==> src/rtl/mesi_isc_pkg.sv <==
// Shared definitions for the MESI intersection controller: bus widths,
// broadcast/cbus encodings and the broadcast queue entry layout.
package mesi_isc_pkg;

    localparam int ADDR_WIDTH       = 32;
    localparam int BROAD_TYPE_WIDTH = 2;
    localparam int BROAD_ID_WIDTH   = 5;
    localparam int CBUS_CMD_WIDTH   = 3;

    localparam logic [BROAD_TYPE_WIDTH-1:0] BROAD_NOP = 2'd0;
    localparam logic [BROAD_TYPE_WIDTH-1:0] BROAD_WR  = 2'd1;
    localparam logic [BROAD_TYPE_WIDTH-1:0] BROAD_RD  = 2'd2;

    localparam logic [CBUS_CMD_WIDTH-1:0] CBUS_CMD_NOP      = 3'd0;
    localparam logic [CBUS_CMD_WIDTH-1:0] CBUS_CMD_WR_SNOOP = 3'd1;
    localparam logic [CBUS_CMD_WIDTH-1:0] CBUS_CMD_RD_SNOOP = 3'd2;
    localparam logic [CBUS_CMD_WIDTH-1:0] CBUS_CMD_EN_WR    = 3'd3;
    localparam logic [CBUS_CMD_WIDTH-1:0] CBUS_CMD_EN_RD    = 3'd4;

    typedef struct packed {
        logic [ADDR_WIDTH-1:0]       addr;
        logic [BROAD_TYPE_WIDTH-1:0] btype;
        logic [1:0]                  cpu_id;
        logic [BROAD_ID_WIDTH-1:0]   id;
    } broad_entry_t;

    function automatic logic broad_is_nop(input logic [BROAD_TYPE_WIDTH-1:0] btype);
        return btype == BROAD_NOP;
    endfunction

endpackage

==> src/rtl/mesi_isc_broad_queue_if.sv <==
// Arbiter/controller-facing signals of the broadcast queue.
interface mesi_isc_broad_queue_if
    import mesi_isc_pkg::*;
#(
    parameter int AW  = ADDR_WIDTH,
    parameter int TW  = BROAD_TYPE_WIDTH,
    parameter int IW  = BROAD_ID_WIDTH
) ();
    logic          broad_wr_i;
    logic [AW-1:0] broad_addr_i;
    logic [TW-1:0] broad_type_i;
    logic [1:0]    broad_cpu_id_i;
    logic [IW-1:0] broad_id_i;
    logic          broad_fifo_rd_i;
    logic [AW-1:0] broad_snoop_addr_o;
    logic [TW-1:0] broad_snoop_type_o;
    logic [1:0]    broad_snoop_cpu_id_o;
    logic [IW-1:0] broad_snoop_id_o;
    logic          fifo_status_empty_o;
    logic          fifo_status_full_o;
    logic          fifo_status_almost_full_o;
    logic          broad_err_o;

    modport master (
        output broad_wr_i, broad_addr_i, broad_type_i, broad_cpu_id_i, broad_id_i,
               broad_fifo_rd_i,
        input  broad_snoop_addr_o, broad_snoop_type_o, broad_snoop_cpu_id_o,
               broad_snoop_id_o, fifo_status_empty_o, fifo_status_full_o,
               fifo_status_almost_full_o, broad_err_o
    );

    modport slave (
        input  broad_wr_i, broad_addr_i, broad_type_i, broad_cpu_id_i, broad_id_i,
               broad_fifo_rd_i,
        output broad_snoop_addr_o, broad_snoop_type_o, broad_snoop_cpu_id_o,
               broad_snoop_id_o, fifo_status_empty_o, fifo_status_full_o,
               fifo_status_almost_full_o, broad_err_o
    );
endinterface

==> src/rtl/mesi_isc_basic_fifo.sv <==
// Generic synchronous show-ahead FIFO; callers must only assert wr_en/rd_en
// when the operation is legal.
module mesi_isc_basic_fifo #(
    parameter int WIDTH      = 8,
    parameter int DEPTH_LOG2 = 2
) (
    input  logic             clk,
    input  logic             rst,
    input  logic             wr_en,
    input  logic [WIDTH-1:0] wr_data,
    input  logic             rd_en,
    output logic [WIDTH-1:0] rd_data,
    output logic             empty,
    output logic             full,
    output logic             almost_full
);
    localparam int DEPTH = 1 << DEPTH_LOG2;
    localparam int CNT_W = DEPTH_LOG2 + 1;

    logic [WIDTH-1:0]      mem [DEPTH];
    logic [DEPTH_LOG2-1:0] wr_ptr_q, wr_ptr_d, rd_ptr_q, rd_ptr_d;
    logic [CNT_W-1:0]      count_q, count_d;
    logic                  empty_q, empty_d, full_q, full_d, af_q, af_d;

    always_comb begin
        wr_ptr_d = wr_ptr_q;
        rd_ptr_d = rd_ptr_q;
        count_d  = count_q;
        if (wr_en) wr_ptr_d = wr_ptr_q + 1'b1;
        if (rd_en) rd_ptr_d = rd_ptr_q + 1'b1;
        case ({wr_en, rd_en})
            2'b10:   count_d = count_q + 1'b1;
            2'b01:   count_d = count_q - 1'b1;
            default: count_d = count_q;
        endcase
        // Flags track the next count so they are valid together with the new head.
        empty_d = (count_d == '0);
        full_d  = (count_d == CNT_W'(DEPTH));
        af_d    = (count_d >= CNT_W'(DEPTH - 1));
    end

    always_ff @(posedge clk) begin
        if (rst) begin
            wr_ptr_q <= '0;
            rd_ptr_q <= '0;
            count_q  <= '0;
            empty_q  <= 1'b1;
            full_q   <= 1'b0;
            af_q     <= 1'b0;
        end else begin
            wr_ptr_q <= wr_ptr_d;
            rd_ptr_q <= rd_ptr_d;
            count_q  <= count_d;
            empty_q  <= empty_d;
            full_q   <= full_d;
            af_q     <= af_d;
        end
    end

    always_ff @(posedge clk) begin
        if (wr_en && !rst) mem[wr_ptr_q] <= wr_data;
    end

    assign rd_data     = mem[rd_ptr_q];
    assign empty       = empty_q;
    assign full        = full_q;
    assign almost_full = af_q;
endmodule

==> src/rtl/mesi_isc_broad_queue.sv <==
// Broadcast request queue between the main-bus arbiter and mesi_isc_broad_cntl:
// NOP filtering, full+pop push admission, zero-masked head and sticky error.
module mesi_isc_broad_queue #(
    parameter int ADDR_WIDTH       = 32,
    parameter int BROAD_TYPE_WIDTH = 2,
    parameter int BROAD_ID_WIDTH   = 5,
    parameter int DEPTH_LOG2       = 2
) (
    input  logic                  clk,
    input  logic                  rst,
    mesi_isc_broad_queue_if.slave q_if
);
    import mesi_isc_pkg::*;

    typedef struct packed {
        logic [ADDR_WIDTH-1:0]       addr;
        logic [BROAD_TYPE_WIDTH-1:0] btype;
        logic [1:0]                  cpu_id;
        logic [BROAD_ID_WIDTH-1:0]   id;
    } entry_t;

    entry_t wr_entry, rd_entry;
    logic   push_req, push_ok, pop_ok;
    logic   empty, full, almost_full;
    logic   err_q, err_d;

    always_comb begin
        push_req = q_if.broad_wr_i && (q_if.broad_type_i != BROAD_NOP);
        pop_ok   = q_if.broad_fifo_rd_i && !empty;
        push_ok  = push_req && (!full || pop_ok);
        // Overflow and underflow both latch; an underflowing pop never blocks a push.
        err_d    = err_q | (push_req && !push_ok) | (q_if.broad_fifo_rd_i && empty);
        wr_entry = '{addr:   q_if.broad_addr_i,
                     btype:  q_if.broad_type_i,
                     cpu_id: q_if.broad_cpu_id_i,
                     id:     q_if.broad_id_i};
    end

    mesi_isc_basic_fifo #(
        .WIDTH      ($bits(entry_t)),
        .DEPTH_LOG2 (DEPTH_LOG2)
    ) u_fifo (
        .clk         (clk),
        .rst         (rst),
        .wr_en       (push_ok),
        .wr_data     (wr_entry),
        .rd_en       (pop_ok),
        .rd_data     (rd_entry),
        .empty       (empty),
        .full        (full),
        .almost_full (almost_full)
    );

    always_ff @(posedge clk) begin
        if (rst) err_q <= 1'b0;
        else     err_q <= err_d;
    end

    assign q_if.broad_snoop_addr_o        = empty ? '0 : rd_entry.addr;
    assign q_if.broad_snoop_type_o        = empty ? '0 : rd_entry.btype;
    assign q_if.broad_snoop_cpu_id_o      = empty ? '0 : rd_entry.cpu_id;
    assign q_if.broad_snoop_id_o          = empty ? '0 : rd_entry.id;
    assign q_if.fifo_status_empty_o       = empty;
    assign q_if.fifo_status_full_o        = full;
    assign q_if.fifo_status_almost_full_o = almost_full;
    assign q_if.broad_err_o               = err_q;
endmodule
==> src/flat_wrapper.sv <==
// flat-port wrapper written by rule: the top's interface ports become plain ports
module mesi_isc_broad_queue_flat import mesi_isc_pkg::*;
#(
    parameter int ADDR_WIDTH       = 32,
    parameter int BROAD_TYPE_WIDTH = 2,
    parameter int BROAD_ID_WIDTH   = 5,
    parameter int DEPTH_LOG2       = 2
)
  (clk, rst, q_if_broad_wr_i, q_if_broad_addr_i, q_if_broad_type_i, q_if_broad_cpu_id_i, q_if_broad_id_i, q_if_broad_fifo_rd_i, q_if_broad_snoop_addr_o, q_if_broad_snoop_type_o, q_if_broad_snoop_cpu_id_o, q_if_broad_snoop_id_o, q_if_fifo_status_empty_o, q_if_fifo_status_full_o, q_if_fifo_status_almost_full_o, q_if_broad_err_o);
  mesi_isc_broad_queue_if q_if_i ();
  input  logic clk;
  input  logic rst;
  input wire logic [$bits(q_if_i.broad_wr_i)-1:0] q_if_broad_wr_i;
  input wire logic [$bits(q_if_i.broad_addr_i)-1:0] q_if_broad_addr_i;
  input wire logic [$bits(q_if_i.broad_type_i)-1:0] q_if_broad_type_i;
  input wire logic [$bits(q_if_i.broad_cpu_id_i)-1:0] q_if_broad_cpu_id_i;
  input wire logic [$bits(q_if_i.broad_id_i)-1:0] q_if_broad_id_i;
  input wire logic [$bits(q_if_i.broad_fifo_rd_i)-1:0] q_if_broad_fifo_rd_i;
  output wire logic [$bits(q_if_i.broad_snoop_addr_o)-1:0] q_if_broad_snoop_addr_o;
  output wire logic [$bits(q_if_i.broad_snoop_type_o)-1:0] q_if_broad_snoop_type_o;
  output wire logic [$bits(q_if_i.broad_snoop_cpu_id_o)-1:0] q_if_broad_snoop_cpu_id_o;
  output wire logic [$bits(q_if_i.broad_snoop_id_o)-1:0] q_if_broad_snoop_id_o;
  output wire logic [$bits(q_if_i.fifo_status_empty_o)-1:0] q_if_fifo_status_empty_o;
  output wire logic [$bits(q_if_i.fifo_status_full_o)-1:0] q_if_fifo_status_full_o;
  output wire logic [$bits(q_if_i.fifo_status_almost_full_o)-1:0] q_if_fifo_status_almost_full_o;
  output wire logic [$bits(q_if_i.broad_err_o)-1:0] q_if_broad_err_o;
  assign q_if_i.broad_wr_i = q_if_broad_wr_i;
  assign q_if_i.broad_addr_i = q_if_broad_addr_i;
  assign q_if_i.broad_type_i = q_if_broad_type_i;
  assign q_if_i.broad_cpu_id_i = q_if_broad_cpu_id_i;
  assign q_if_i.broad_id_i = q_if_broad_id_i;
  assign q_if_i.broad_fifo_rd_i = q_if_broad_fifo_rd_i;
  assign q_if_broad_snoop_addr_o = q_if_i.broad_snoop_addr_o;
  assign q_if_broad_snoop_type_o = q_if_i.broad_snoop_type_o;
  assign q_if_broad_snoop_cpu_id_o = q_if_i.broad_snoop_cpu_id_o;
  assign q_if_broad_snoop_id_o = q_if_i.broad_snoop_id_o;
  assign q_if_fifo_status_empty_o = q_if_i.fifo_status_empty_o;
  assign q_if_fifo_status_full_o = q_if_i.fifo_status_full_o;
  assign q_if_fifo_status_almost_full_o = q_if_i.fifo_status_almost_full_o;
  assign q_if_broad_err_o = q_if_i.broad_err_o;
  mesi_isc_broad_queue #(.ADDR_WIDTH(ADDR_WIDTH), .BROAD_TYPE_WIDTH(BROAD_TYPE_WIDTH), .BROAD_ID_WIDTH(BROAD_ID_WIDTH), .DEPTH_LOG2(DEPTH_LOG2)) u_core (.clk(clk), .rst(rst), .q_if(q_if_i));
endmodule
==> config.mk <==
export PLATFORM = sky130hd
export DESIGN_NAME = mesi_isc_broad_queue_flat
export DESIGN_NICKNAME = d
export VERILOG_FILES = /design/src/rtl/mesi_isc_pkg.sv /design/src/rtl/mesi_isc_broad_queue_if.sv /design/src/rtl/mesi_isc_basic_fifo.sv /design/src/rtl/mesi_isc_broad_queue.sv /design/src/flat_wrapper.sv
export SDC_FILE = /design/constraint.sdc
export NUM_CORES = 1
export LEC_CHECK = 0
export CAP_MARGIN = 30
export CORE_ASPECT_RATIO = 0.9
export CORE_MARGIN = 5
export CORE_UTILIZATION = 50
export CTS_BUF_LIST = sky130_fd_sc_hd__clkbuf_16
export DETAILED_ROUTE_END_ITERATION = 8
export PLACE_DENSITY_LB_ADDON = 0.08
export SYNTH_ARGS = -nofsm -noshare
export SYNTH_HDL_FRONTEND = slang
export SYNTH_SLANG_ARGS = --single-unit
==> constraint.sdc <==
create_clock -name clk -period 6.65 [get_ports clk]
set_input_delay 0.9975 -clock clk [delete_from_list [all_inputs] [get_ports clk]]
set_output_delay 0.9975 -clock clk [all_outputs]
set_load 0.05 [all_outputs]
After elaboration in Yosys (flattened, before gate mapping) --
Memory sizes are Yosys's and may differ from the RTL's. A register that Yosys moved wholly into a read port is not among the register bits. Index checks and enable logic that the tools add are counted.
Word-level totals: bits in registers 11, latch bits 0, memory bits (writable) 164, memory bits (read-only) 0, input port bits 45, logic and storage cells 40, memories 1
Operators by class: add/subtract/negate cells 4, multiply operators 0, divide/modulo/power cells 0, magnitude comparators 1, equality and inequality tests 3, shifts and indexed selects 0, muxes and demuxes 9, bitwise operators 2, reductions and logical operators 13
Memory list:
- u_core.u_fifo.mem | words 4, bits a word 41, rd ports 1, clocked after memory_dff 1, wr ports 1, line mesi_isc_basic_fifo.sv:20 | logic [WIDTH-1:0] mem [DEPTH];
Operators by type and width (number):
- $mux W32 | 1
- $mux W2 | 4
- $logic_and A1 B1 Y1 | 6
- $pmux W3 S2 | 1
- $mux W5 | 1
- $add A2 B1 Y2 const B | 2
- $logic_not A1 Y1 | 4
- $add A3 B1 Y3 const B | 1
- $eq A3 B3 Y1 const B | 1
- $ge A3 B2 Y1 const B | 1
- $logic_not A3 Y1 | 1
- $sub A3 B1 Y3 const B | 1
- $eq A2 B1 Y1 const B | 1
- $eq A2 B2 Y1 const B | 1
- $mux W1 | 2
- $or A1 B1 Y1 | 2
- $reduce_bool A2 Y1 | 1
- $logic_or A1 B1 Y1 | 1

Longest topological paths before layout --
Gate-level depths: netlist (run 1).
depth in word-level cells 8, depth in mapped cells 9, depth with buffers taken out 9

Modules after synthesis --
A second synthesis (run 1) with hierarchy kept.
Second synthesis, totals: cell total of the unflattened synthesis 326, area, all modules 6866.6 sq um
Modules (own cells, without submodules):
- mesi_isc_basic_fifo | instances 1, cells each 272, area an instance 6513.7 sq um
- mesi_isc_broad_queue | instances 1, cells each 54, area an instance 352.8 sq um

Worst setup path before layout (run 1) --
OpenSTA, ideal clock, no wires.
path type input to register, start input port q_if_broad_type_i[1], end register u_core.u_fifo.empty_q, in the netlist u_core.u_fifo.empty, setup time 0.116 ns, data arrival time 2.836 ns, data required time 6.534 ns, path slack 3.699 ns, cell stages on the path 9, buffers on the path 0, cell sequence o21ai_0 a21oi_1 inv_1 ha_1 inv_1 fa_1 xor2_1 or4_1 and3_1
Between the ends: longest elaborated chain between the ends 6, elaborated cells between the ends (all ways) 7, those cells by class 2 x eq/ne; 1 x mux; 4 x reduce/logical
RTL lines:
- start: declaration | line flat_wrapper.sv:15 | input wire logic [$bits(q_if_i.broad_type_i)-1:0] q_if_broad_type_i;
- $reduce_bool A2 Y1 * | line mesi_isc_broad_queue.sv:28 | push_req = q_if.broad_wr_i && (q_if.broad_type_i != BROAD_NOP);
- $logic_and A1 B1 Y1 * | line mesi_isc_broad_queue.sv:28
- $logic_and A1 B1 Y1 * | line mesi_isc_broad_queue.sv:30 | push_ok = push_req && (!full || pop_ok);
- $eq A2 B1 Y1 or $eq A2 B2 Y1 (tied branches) | line mesi_isc_basic_fifo.sv:31 | case ({wr_en, rd_en})
- $pmux W3 S2 * | line mesi_isc_basic_fifo.sv:31
- $logic_not A3 Y1 * | line mesi_isc_basic_fifo.sv:37 | empty_d = (count_d == '0);
- end signal: assignment | line mesi_isc_basic_fifo.sv:54 | empty_q <= empty_d;
- end: declaration | line mesi_isc_basic_fifo.sv:23 | logic empty_q, empty_d, full_q, full_d, af_q, af_d;
Every way passes the cells marked *; elsewhere a longest branch is shown, timed or not. A chain may end at the register's enable or synchronous reset.

==> results of run 1 <==
## state kept, by name, summed over array words and instances, names as in the netlist, named ones only
signal and count:
u_core.u_fifo.almost_full 1, u_core.u_fifo.count_q 3, u_core.u_fifo.full 1, u_core.u_fifo.mem 164, u_core.q_if.broad_err_o 1, u_core.u_fifo.wr_ptr_q 2, u_core.u_fifo.empty 1, u_core.u_fifo.rd_ptr_q 2
## cells in the mapped netlist, drive strengths merged
cell	n
nand2	1
nand3b	1
mux2	1
ha	5
mux2i	1
nor2	6
nand2b	3
inv	7
dfxtp	13
nor3b	1
edfxtp	164
a21o	1
a21oi	5
fa	1
a211oi	2
nand3	2
nor2b	43
mux4	41
buf	10
or3	1
or4	1
and3	1
o21ai	2
xor2	4
clkbuf	5
or3b	1
a211o	1
and2	4
## final cells by class
class	instances	share of cell area, %
Timing Repair Buffer	95	11.29
Tap cell	168	2.469
Sequential cell	177	60.97
Clock buffer	17	4.996
Inverter	7	0.3086
Multi-Input combinational cell	129	17.93
Clock inverter	15	2.043
## path summary, 6_finish.rpt
kind | slack, ps | endpoint | cells after the start
setup / recovery | 2850 | q_if_broad_snoop_type_o[0] | 3
hold / removal | 530 | flip-flop | 2
setup reg to reg | 3850 | u_core.u_fifo.empty | 10
hold reg to reg | 530 | flip-flop | 2
## tightest hold or removal path: cells and delay by family (launching register included)
family / cells / cell delay (ps)
xor+xnor: 1 / 60
flops: 1 / 330
simple gates: 1 / 100
## metal layers
layer | wire (microns) | vias to the layer above
met5 | 0 | -
met4 | 151 | 0
met3 | 725 | 12
met2 | 5852 | 85
met1 | 5093 | 1632
li1 | - | 1495
## power groups by stage
| stage | registers, mW | logic, mW | clock network, mW |
|---|---|---|---|
| 2_1_floorplan | 1.34 | 0.585 | 0 |
| 3_3_place_gp | 1.41 | 0.769 | 0 |
| 3_5_place_dp | 1.38 | 0.819 | 0 |
| 4_1_cts | 1.35 | 0.822 | 1.02 |
| 5_1_grt | 1.36 | 0.856 | 1.07 |
| 6_report | 1.35 | 0.810 | 1.00 |
## cell families (layout without fill, tap and decap cells)
| logic type | after synthesis | in the layout | synth area share, % |
|---|---|---|---|
| AND/OR/NAND/NOR | 65 | 65 | 5.751 |
| AO/OA/AOI/OAI | 11 | 11 | 0.9706 |
| adder cells (fa/ha/maj) | 6 | 6 | 1.209 |
| multiplexers | 43 | 43 | 13.83 |
| flip-flops | 177 | 177 | 75.90 |
| buffers and inverters | 22 | 134 | 1.832 |
| XOR/XNOR | 4 | 4 | 0.5128 |
==> flow_summary_export.csv, run 1 <==
group,metric,value,unit
placement,portBuffers,89,
floorplan,fp.dieH,120.9,microns
synth,synth.cell_area,0.006832,sq mm
pwr,peakVddDrop,0.0002322,V
worst_setup_path,crit_path_end_kind,"output port",
synth,avgSynthCellArea,20.83,sq um
synth,synth.distinct_cells,30,
detailed_routing,antenna_left,0,
detailed_routing,dr.pass1.iters,4,
floorplan,die_w,133.2,microns
grt,top_usage_layer,"met2",
floorplan,initial_core_util,51.12,%
finish,num_antenna_cells,0,
timing,finalClockSkew,5.238,ps
timing,fin_setup_tns,0,ps
timing,hold_ws,532.9,ps
pwr,p_per_area,370.9,mW/mm^2
synth,synth-seq-area-share,75.90,%
worst_setup_path,slowest_delay,890,ps
pwr,power_frac_seq,42.6,%
clocking,hold_buffers,0,
pwr,comb_power_share,25.7,%
hold_path,hold_class,"flip-flop to flip-flop",
worst_setup_path,required,5650,ps
floorplan,floorplan.rows,40,
worst_setup_path,path_class,"flip-flop to output port",
timing,hold_violations,0,
pwr,p_int,2.221,mW
clocking,clock_path_buffers,2,
timing,grt_setup_unrepaired,"no",
detailed_routing,wirelength,11.82,mm
detailed_routing,vias,3224,
clocking,postCtsResizedCells,0,
finish,fin_nets,478,
timing,slew_viol_final,0,
floorplan,coreArea,0.01336,sq mm
finish,layout_common_cells,"edfxtp_1, clkdlybuf4s50_1, nor2b_1, mux4_2, clkbuf_16",
finish,drive_above_1_share,19.32,%
finish,layout_commonest_cell,"edfxtp_1",
detailed_routing,viasPerCell,5.303,
worst_setup_path,slowest_stage,"dfxtp_4",
pwr,p_sw,0.9368,mW
synth,syn_nets,379,
clocking,cts_setup_buffers,0,
detailed_routing,drt_iter0_drc,215,
synth,ys_warn_count,0,
detailed_routing,drc,0,
grt,grt_pass1_wl,19.01,mm
grt,grt_use_met2,26.08,%
grt,overflow,0,
finish,fin_util,63.72,%
worst_setup_path,worst-path-buf-inv,1,
timing,setup_viol,0,
clocking,root_buffer,"clkbuf_16",
finish,final_area,0.008514,sq mm
clocking,numCtsBuffers,17,
finish,n_fill_cell,936,
placement,gp_congestion,0.7693,
floorplan,pin_count,90,
synth,synth_top_area_share,72.09,%
synth,syn_inst,328,
detailed_routing,wire_per_inst,19.45,microns
worst_setup_path,start_kind,"flip-flop",
run_status,outcome,"finished clean",
timing,worst_slew_margin_rel,44.53,%
clocking,clk_latency,420,ps
clocking,htree_levels,4,
synth,synth_seq_cells,177,
pwr,swShare,29.66,%
clocking,clock-sinks,177,
hold_path,hold_path_startpoint,"u_core.u_fifo.rd_ptr_q[1]",
worst_setup_path,critPathArrivalTime,2800,ps
synth,synthTopCellsByArea,"edfxtp_1, mux4_2, nor2b_1",
timing,finalCriticalPeriod,3802,ps
finish,layout.cells.non_filler,608,
grt,grt_pass1_vias,3547,
timing,setup_slack,2848,ps
clocking,clk_pin_slew,60,ps
worst_setup_path,path_cells,"mux4_2 -> nor2b_1 -> clkdlybuf4s50_1",
placement,postPlaceCellArea,0.007915,sq mm
grt,antenna_found_initial,0,
clocking,cts_tree,"done",
pwr,power,3.158,mW
placement,dp_slack,2970,ps
worst_setup_path,cp_top_family,"flip-flops",
finish,multiInputGateArea,0.001526,sq mm
timing,max_freq,263.0,MHz
finish,area_growth,24.63,%
timing,period_share,57.18,%
worst_setup_path,r2r_start,"u_core.u_fifo.empty",
grt,met3_usage,6.177,%
run,maxCapViolations,0,
placement,dp_hpwl,7.262,mm
grt,use_met1,19.80,%
grt,grt_max_degree,42,
finish,seq_area,0.005191,sq mm
pwr,p_clk_share,31.7,%
worst_setup_path,crit_fanout,41,
grt,grt_use_total,16.09,%
synth,synth_top_cell_by_area,"edfxtp_1",
pwr,power_leakage,2.732,nW
floorplan,dieArea,0.01610,sq mm
placement,dp.cells,576,
timing,tightest_slew,832.0,ps
Power figures use the tool's default switching activity.
==> inputs of run 2 (changes only) <==
- clock period: 6.65 -> 3.73 ns (I/O delays scaled with it)
==> flow_summary_export.csv, run 2 (synthesized netlist as in run 1, its figures left out) <==
group,metric,value,unit
pwr,p_clk_share,32.6,%
floorplan,initial_core_util,51.12,%
finish,largestRegisters,"u_core.u_fifo.mem x164, u_core.u_fifo.count_q x3",
detailed_routing,wire_per_inst,20.16,microns
timing,finalClockSkew,5.664,ps
clocking,numCtsBuffers,17,
timing,hold_violations,0,
pwr,comb_power_share,26.6,%
timing,finalCriticalPeriod,3277,ps
grt,grt_pass1_vias,3493,
detailed_routing,wirelength,12.34,mm
finish,layout_common_cells,"edfxtp_1, clkdlybuf4s50_1, nor2b_1, mux4_2, clkbuf_16",
detailed_routing,vias,3274,
timing,setup_viol,0,
hold_path,hold_path_startpoint,"u_core.u_fifo.count_q[1]",
timing,slew_viol_final,0,
finish,layout_commonest_cell,"edfxtp_1",
grt,overflow,0,
pwr,p_int,4.037,mW
clocking,postCtsResizedCells,0,
worst_setup_path,critPathArrivalTime,2720,ps
run,maxCapViolations,0,
grt,grt_max_degree,45,
grt,grt_use_total,16.66,%
grt,grt_use_met2,25.54,%
clocking,clock_path_buffers,2,
pwr,power_frac_seq,40.8,%
floorplan,coreArea,0.01336,sq mm
worst_setup_path,start_kind,"flip-flop",
grt,grt_pass1_wl,19.68,mm
placement,dp.cells,580,
finish,num_antenna_cells,0,
finish,fin_nets,482,
floorplan,fp.dieH,120.9,microns
pwr,swShare,29.58,%
finish,area_growth,26.03,%
finish,layout.cells.non_filler,612,
hold_path,min_to,"u_core.u_fifo.count_q[1]",
pwr,power_leakage,2.772,nW
placement,gp_congestion,0.6925,
clocking,htree_levels,4,
placement,dp_hpwl,7.287,mm
clocking,cts_tree,"done",
grt,top_usage_layer,"met2",
worst_setup_path,r2r_cells,9,
clocking,root_buffer,"clkbuf_16",
finish,regMostFlops,"u_core.u_fifo.mem",
worst_setup_path,worstReg2RegEnd,"u_core.u_fifo.empty",
timing,setup_slack,452.7,ps
pwr,p_per_area,665.9,mW/mm^2
placement,portBuffers,89,
timing,fin_setup_tns,0,ps
clocking,clock-sinks,177,
finish,multiInputGateArea,0.001526,sq mm
grt,antenna_found_initial,0,
floorplan,die_w,133.2,microns
worst_setup_path,crit_path_end_kind,"output port",
pwr,peakVddDrop,0.0004116,V
worst_setup_path,r2r_start,"u_core.u_fifo.empty",
placement,dp_slack,469.6,ps
finish,n_fill_cell,918,
floorplan,dieArea,0.01610,sq mm
worst_setup_path,path_class,"flip-flop to output port",
timing,grt_setup_unrepaired,"no",
clocking,clk_latency,420,ps
hold_path,worstHoldPathCells,2,
worst_setup_path,reg2reg_setup_slack,1410,ps
clocking,cts_setup_buffers,0,
detailed_routing,drc,0,
timing,max_freq,305.1,MHz
floorplan,floorplan.rows,40,
hold_path,hold_class,"flip-flop to flip-flop",
finish,largest_register_ffs,164,
placement,postPlaceCellArea,0.007983,sq mm
timing,period_share,87.86,%
detailed_routing,antenna_left,0,
grt,use_met1,22.43,%
finish,drive_above_1_share,19.14,%
clocking,hold_buffers,0,
worst_setup_path,required,3170,ps
detailed_routing,viasPerCell,5.350,
pwr,p_sw,1.696,mW
detailed_routing,dr.pass1.iters,4,
finish,seq_area,0.005191,sq mm
grt,met3_usage,4.892,%
detailed_routing,drt_iter0_drc,178,
finish,final_area,0.008610,sq mm
timing,worst_slew_margin_rel,63.04,%
timing,tightest_slew,554.4,ps
floorplan,pin_count,90,
clocking,clk_pin_slew,60,ps
run_status,outcome,"finished clean",
worst_setup_path,crit_fanout,21,
run 2: worst max path at each step:
stage,start,to,slack [ps],depth (start not counted)
2_1_floorplan,u_core.u_fifo.empty,u_core.u_fifo.empty,1040,9
3_3_place_gp,q_if_broad_type_i[1],u_core.u_fifo.empty,490,10
3_5_place_dp,q_if_broad_type_i[1],u_core.u_fifo.empty,470,10
4_1_cts,flip-flop,q_if_broad_snoop_addr_o[30],350,4
5_1_grt,flip-flop,q_if_broad_snoop_addr_o[30],280,4
6_report,flip-flop,q_if_broad_snoop_addr_o[30],450,4
run 2: layout make-up:
cell class | count | area share [%]
Multi-Input combinational cell | 129 | 17.73
Sequential cell | 177 | 60.30
Timing Repair Buffer | 99 | 11.95
Tap cell | 168 | 2.442
Inverter | 7 | 0.3052
Clock buffer | 17 | 4.941
Clock inverter | 15 | 2.340
run 2: power groups by stage:
stage	logic [mW]	clock network, mW	registers, mW
after global placement	1.54	0	2.38
after floorplan	1.04	0	2.39
final	1.53	1.87	2.34
after CTS	1.55	1.90	2.35
after detailed placement	1.54	0	2.39
after global routing	1.61	1.99	2.36
run 2: layer usage:
layer	vias up	share of wire [%]
met5	-	0
met4	0	1.2
met3	14	6.2
met2	86	49
met1	1670	44
li1	1504	-
run 2: metrics by stage:
stage	power (mW)	hold slack, ps	util (%)
6_report	5.733	531.5	64.43
5_1_grt	5.957	557.8	64.43
4_1_cts	5.792	532.7	64.43
3_5_place_dp	3.930	516.2	59.74
3_3_place_gp	3.922	499.2	59.74
2_1_floorplan	3.429	482.0	-
run 2: critical path, stage by stage (launching register included):
cell and delay (ps):
dfxtp_4 630, buf_12 240, mux4_2 520, nor2b_1 150, clkdlybuf4s50_1 740
